## src/rtl/usb_burst_read_gate.sv

```systemverilog
// usb_burst_read_gate: FX2 read-burst gate and packetiser.
// Accepts words from the GPIF read bus while RD is high, caps each burst at
// BURST_WORDS, honours downstream back-pressure, and forwards accepted words
// to the packet FIFO one cycle after capture with sop/eop packet markers.
// A burst that ends mid-packet sets a sticky truncation flag.
//
// Handshake: a word on usbdata is transferred in every cycle where rdreq=1
// (rdreq is the combinational accept strobe back to the FX2 side). On the
// FIFO side a word is delivered in every cycle where wrreq=1; there is no
// ready, fifo_afull is expected to assert early enough to absorb in-flight
// words.
module usb_burst_read_gate #(
  parameter int WIDTH       = 16,
  parameter int BURST_WORDS = 256,
  parameter int PKT_WORDS   = 256,
  localparam int CNT_W      = $clog2(BURST_WORDS + 1)
) (
  input  logic             usbclk,
  input  logic             bus_reset,
  input  logic             RD,
  input  logic [WIDTH-1:0] usbdata,
  input  logic             fifo_afull,
  input  logic             clr_err,
  output logic             rdreq,
  output logic             wrreq,
  output logic [WIDTH-1:0] wrdata,
  output logic             sop,
  output logic             eop,
  output logic [CNT_W-1:0] burst_cnt,
  output logic             burst_done,
  output logic             err_trunc
);

  localparam int PCNT_W = (PKT_WORDS > 1) ? $clog2(PKT_WORDS) : 1;
  localparam logic [CNT_W-1:0]  LAST_CNT  = CNT_W'(BURST_WORDS - 1);
  localparam logic [PCNT_W-1:0] LAST_PCNT = PCNT_W'(PKT_WORDS - 1);

  typedef enum logic [1:0] {
    IDLE   = 2'd0,
    XFER   = 2'd1,
    CAPPED = 2'd2
  } state_t;

  state_t            state;
  logic [PCNT_W-1:0] pcnt;

  // Capture stage: holds the word accepted at the previous edge.
  logic              cap_valid;
  logic [WIDTH-1:0]  cap_data;
  logic              cap_sop;
  logic              cap_eop;
  logic              cap_done;

  logic              last_word;
  logic              trunc;

  // Accept strobe; never asserted during reset or once the burst is capped.
  assign rdreq     = RD & ~bus_reset & (state != CAPPED) & ~fifo_afull;
  assign last_word = (burst_cnt == LAST_CNT);
  // RD falling while a packet is partially transferred.
  assign trunc     = ~RD & (pcnt != '0);

  // Burst state machine with burst and packet counters.
  always_ff @(posedge usbclk) begin
    if (bus_reset) begin
      state     <= IDLE;
      burst_cnt <= '0;
      pcnt      <= '0;
    end else if (!RD) begin
      state     <= IDLE;
      burst_cnt <= '0;
      if (trunc) begin
        pcnt <= '0;
      end
    end else if (rdreq) begin
      burst_cnt <= burst_cnt + CNT_W'(1);
      pcnt      <= (pcnt == LAST_PCNT) ? '0 : pcnt + PCNT_W'(1);
      state     <= last_word ? CAPPED : XFER;
    end else if (state == IDLE) begin
      // RD high but stalled by back-pressure: the burst has still started.
      state <= XFER;
    end
  end

  // Sticky truncation flag; a new truncation beats a simultaneous clear.
  always_ff @(posedge usbclk) begin
    if (bus_reset) begin
      err_trunc <= 1'b0;
    end else if (trunc) begin
      err_trunc <= 1'b1;
    end else if (clr_err) begin
      err_trunc <= 1'b0;
    end
  end

  // Capture stage and output register; reset squashes any word in flight.
  always_ff @(posedge usbclk) begin
    if (bus_reset) begin
      cap_valid  <= 1'b0;
      cap_data   <= '0;
      cap_sop    <= 1'b0;
      cap_eop    <= 1'b0;
      cap_done   <= 1'b0;
      wrreq      <= 1'b0;
      wrdata     <= '0;
      sop        <= 1'b0;
      eop        <= 1'b0;
      burst_done <= 1'b0;
    end else begin
      cap_valid <= rdreq;
      if (rdreq) begin
        cap_data <= usbdata;
      end
      cap_sop    <= rdreq & (pcnt == '0);
      cap_eop    <= rdreq & (pcnt == LAST_PCNT);
      cap_done   <= rdreq & last_word;
      wrreq      <= cap_valid;
      if (cap_valid) begin
        wrdata <= cap_data;
      end
      sop        <= cap_sop;
      eop        <= cap_eop;
      burst_done <= cap_done;
    end
  end

endmodule

```

## config.mk

```make
export PLATFORM = sky130hd
export DESIGN_NAME = usb_burst_read_gate
export DESIGN_NICKNAME = d
export VERILOG_FILES = /design/src/rtl/usb_burst_read_gate.sv
export SDC_FILE = /design/constraint.sdc
export NUM_CORES = 1
export LEC_CHECK = 0
export BUFFER_PORTS_ARGS = -buffer_cell sky130_fd_sc_hd__buf_4
export CAP_MARGIN = 5
export CORE_ASPECT_RATIO = 1.2
export CORE_MARGIN = 2
export CORE_UTILIZATION = 56
export DETAILED_ROUTE_END_ITERATION = 7
export PLACE_DENSITY = 0.92
export SKIP_LAST_GASP = 1
export SLEW_MARGIN = 30
export SYNTH_ARGS = -nofsm -noshare
export SYNTH_HDL_FRONTEND = slang
export SYNTH_SLANG_ARGS = --single-unit
export TNS_END_PERCENT = 100
```

## constraint.sdc

```tcl
create_clock -name usbclk -period 3.17 [get_ports usbclk]
set_input_delay 0.4755 -clock usbclk [delete_from_list [all_inputs] [get_ports usbclk]]
set_output_delay 0.4755 -clock usbclk [all_outputs]
set_load 0.01 [all_outputs]
```

==> results.tsv <==
stage	metric	value	unit
power	Gate power share	0.052	
clocking	Clock H-tree levels	3	
grt	first-pass GRT wire length	8100	um
place	HPWL after detailed placement	3365	um
route	router iterations before antenna repair	4	
final_layout	antenna cell count	0	
timing	maximum clock frequency	393.4	MHz
status	result of the run	finished clean	
timing	remaining max-slew budget at the tightest pin	0.3808	
yosys	number of synthesized flops with an enable pin	0	
yosys	Synthesized Nets	278	
floorplanning	initial core utilization	0.5822	
clocking	hold bufs inserted after CTS	0	
route	Iter 0 DRT Violations	91	
grt	combined global-route utilization of all metal layers	0.2265	
final_layout	most common library cell in the layout ignoring fill and taps	sky130_fd_sc_hd__dfxtp_1	
setup_path	data arrival at the endpoint of the critical path	2.07	ns
final_layout	fraction of final layout cells with drive strength greater than 1	0.2248	
yosys	FFs w/ async S/R, synth	0	
power	Clock power frac	0.445	
clocking	Max clock buf depth	2	
setup_path	Data required, critical path	2.69	ns
final_layout	net count of the finished layout	327	
timing	worst hold slack after final layout	0.3837	ns
power	share of total power in sequential cells	0.503	
timing	slew at the pin with the worst max-slew slack	0.9275	ns
timing	RSZ-0062 raised after global routing	false	
final_layout	leading cell types in the layout, fill and taps excluded	sky130_fd_sc_hd__dfxtp_1, sky130_fd_sc_hd__buf_4, sky130_fd_sc_hd__nand2_1, sky130_fd_sc_hd__a21oi_1, sky130_fd_sc_hd__nor2_1	
yosys	share of the yosys chip area belonging to registers	0.5234	
power	switching power as a share of total power	0.2191	
route	post-detailed-routing wire length	4877	um
power	net switching component of the power	0.0003392	W
route	mean number of vias per cell	5.371	
grt	Congestion Overflow GR	0	
power	leak pwr	1.166	nW
floorplanning	height of the chip	74.12	um
clocking	cell chosen for the clock root	sky130_fd_sc_hd__clkbuf_8	
grt	vias in the first global route	1806	
clocking	clock transition at the registers of the reported paths	0.06	ns
yosys	Syn Std Cell Area	2295	sq um
route	total via count in the routed design	1939	
final_layout	post-synthesis to final-layout area growth	25.90	%
grt	initial antenna violation count	0	
clocking	TritonCTS clock tree	done	
clocking	post-CTS setup buffer count	0	
min_path	path category of the worst min-delay check	in2reg	
power	Power Internal	0.001209	W
timing	Max Clock Skew	0.008970	ns
grt	maximum number of pins on one net before global-route repair	44	
floorplanning	cell row count	25	
floorplanning	die area	4628	sq um
timing	period utilisation layout	0.8019	
floorplanning	area of the core	3941	sq um
route	antenna violation net count after detailed routing	0	
yosys	syn_area_per_cell	9.070	sq um
route	remaining design rule violation count	0	
clocking	number of gates given a new drive strength after cts	0	
timing	final count of hold timing violations	0	
timing	setup TNS	0	ns
yosys	flip-flop cell with the highest count after synthesis	sky130_fd_sc_hd__dfxtp_1	
setup_path	highest fanout seen on the critical path	43	
final_layout	Filler cells	310	
run	number of maximum-capacitance violations	0	
clocking	TritonCTS buffer count	9	
place	Port Buffers	51	
floorplanning	Ports	52	
timing	count of pins over their slew limit	0	
place	weighted congestion at the end of routability-driven global placement	0.7772	
setup_path	startpoint types	input pin	
clocking	sinks on the clock net	60	
timing	final setup vio count	0	
yosys	number of synthesis warnings	0	
power	worst supply voltage drop on vdd	0.4254	mV
yosys	synthesized flop and latch total	60	
yosys	count of distinct cell types in the synthesized netlist	36	
setup_path	Critical Setup Path Class	in2out	
timing	clock period minus worst slack	2.542	ns
setup_path	crit end category	output port	
yosys	instance count of the mapped netlist	253	
floorplanning	die span in x	62.44	um
route	mean routed wirelength per cell	13.51	um
clocking	clk_lat worst skew	0.34	ns
power	ratio of total power to cell area	535.8	nW/um^2
==> final timing paths <==
kind              startpoint          end  slack [ns]  depth (start not counted)
setup / recovery   bus_reset        rdreq        0.63                          5
hold / removal    usbdata[1]  cap_data[1]        0.38                          3
setup reg to reg    state[1]      pcnt[4]        1.11                          6
hold reg to reg      cap_sop          sop        0.45                          1
==> per-layer routing <==
metal  up-vias  global-route usage  wire (um)
met5         -                   0          0
met4         0              0.1086        107
met3        12             0.08169        290
met2        61              0.3775       2493
met1       901              0.2637       1985
li1        965                   -          -
==> Yosys cell counts, drive strengths merged, types with 3 or more instances <==
cell type / count / area [sq um]
a21oi: 23 / 115.1
a31oi: 3 / 18.77
and3: 3 / 18.77
buf: 8 / 43.79
clkbuf: 6 / 22.52
dfxtp: 60 / 1201
ha: 4 / 50.05
inv: 8 / 30.03
mux2i: 18 / 180.2
nand2: 44 / 165.2
nand2b: 3 / 26.27
nand3: 12 / 60.06
nand4: 5 / 31.28
nor2: 21 / 78.83
nor2b: 6 / 37.54
nor3: 3 / 15.01
or3: 4 / 30.03
xnor2: 3 / 26.28
==> flip-flops by register name, indices dropped and copies added, names as in the netlist, 2 cells and up <==
name	flops
pcnt	8
cap_data	16
state	2
burst_cnt	9
wrdata	16
==> power groups by stage <==
stage          clock, W  sequential [W]  combinational, W
2_1_floorplan         0        0.000792         0.0000484
3_3_place_gp          0        0.000795         0.0000778
3_5_place_dp          0        0.000796         0.0000799
4_1_cts        0.000697        0.000779         0.0000806
5_1_grt        0.000728        0.000781         0.0000889
6_report       0.000689        0.000779         0.0000802
==> cell families after synthesis <==
logic type      after synthesis  share of synthesized area
simple gates                111                     0.2356
flops                        60                     0.5234
compound gates               35                    0.08724
buf+inv                      22                    0.04198
mux                          18                    0.07852
fa+ha+maj                     4                    0.02181
xor+xnor                      3                    0.01145
==> area by class of cell <==
class	count	area, sq um	share of cell area
Sequential cell	60	1201	0.4158
Tap cell	54	67.56	0.02339
Clock inverter	4	47.55	0.01646
Clock buffer	12	155.1	0.05370
Multi-Input combinational cell	171	997.2	0.3452
Inverter	8	30.03	0.01039
Timing Repair Buffer	52	390.4	0.1351
==> through the flow <==
| stage | setup slack (ns) | utilization | instances | power, W | instance area, sq um |
|---|---|---|---|---|---|
| detailed placement | 0.5751 | 0.6816 | 345 | 0.0008759 | 2686 |
| global placement | 0.6566 | 0.6816 | 345 | 0.0008726 | 2686 |
| finish | 0.6280 | 0.7330 | 361 | 0.001548 | 2889 |
| floorplan | 1.326 | - | 253 | 0.0008400 | 2295 |
| CTS | 0.6330 | 0.7330 | 361 | 0.001557 | 2889 |
| global route | 0.5205 | 0.7330 | 361 | 0.001597 | 2889 |
==> worst max-delay path, stage by stage <==
cell	delay, ns
sky130_fd_sc_hd__buf_4	0.24
sky130_fd_sc_hd__nand2b_4	0.24
sky130_fd_sc_hd__or3_4	0.54
sky130_fd_sc_hd__inv_1	0.36
sky130_fd_sc_hd__buf_4	0.20
No activity file was read; power rests on OpenSTA's default activity.
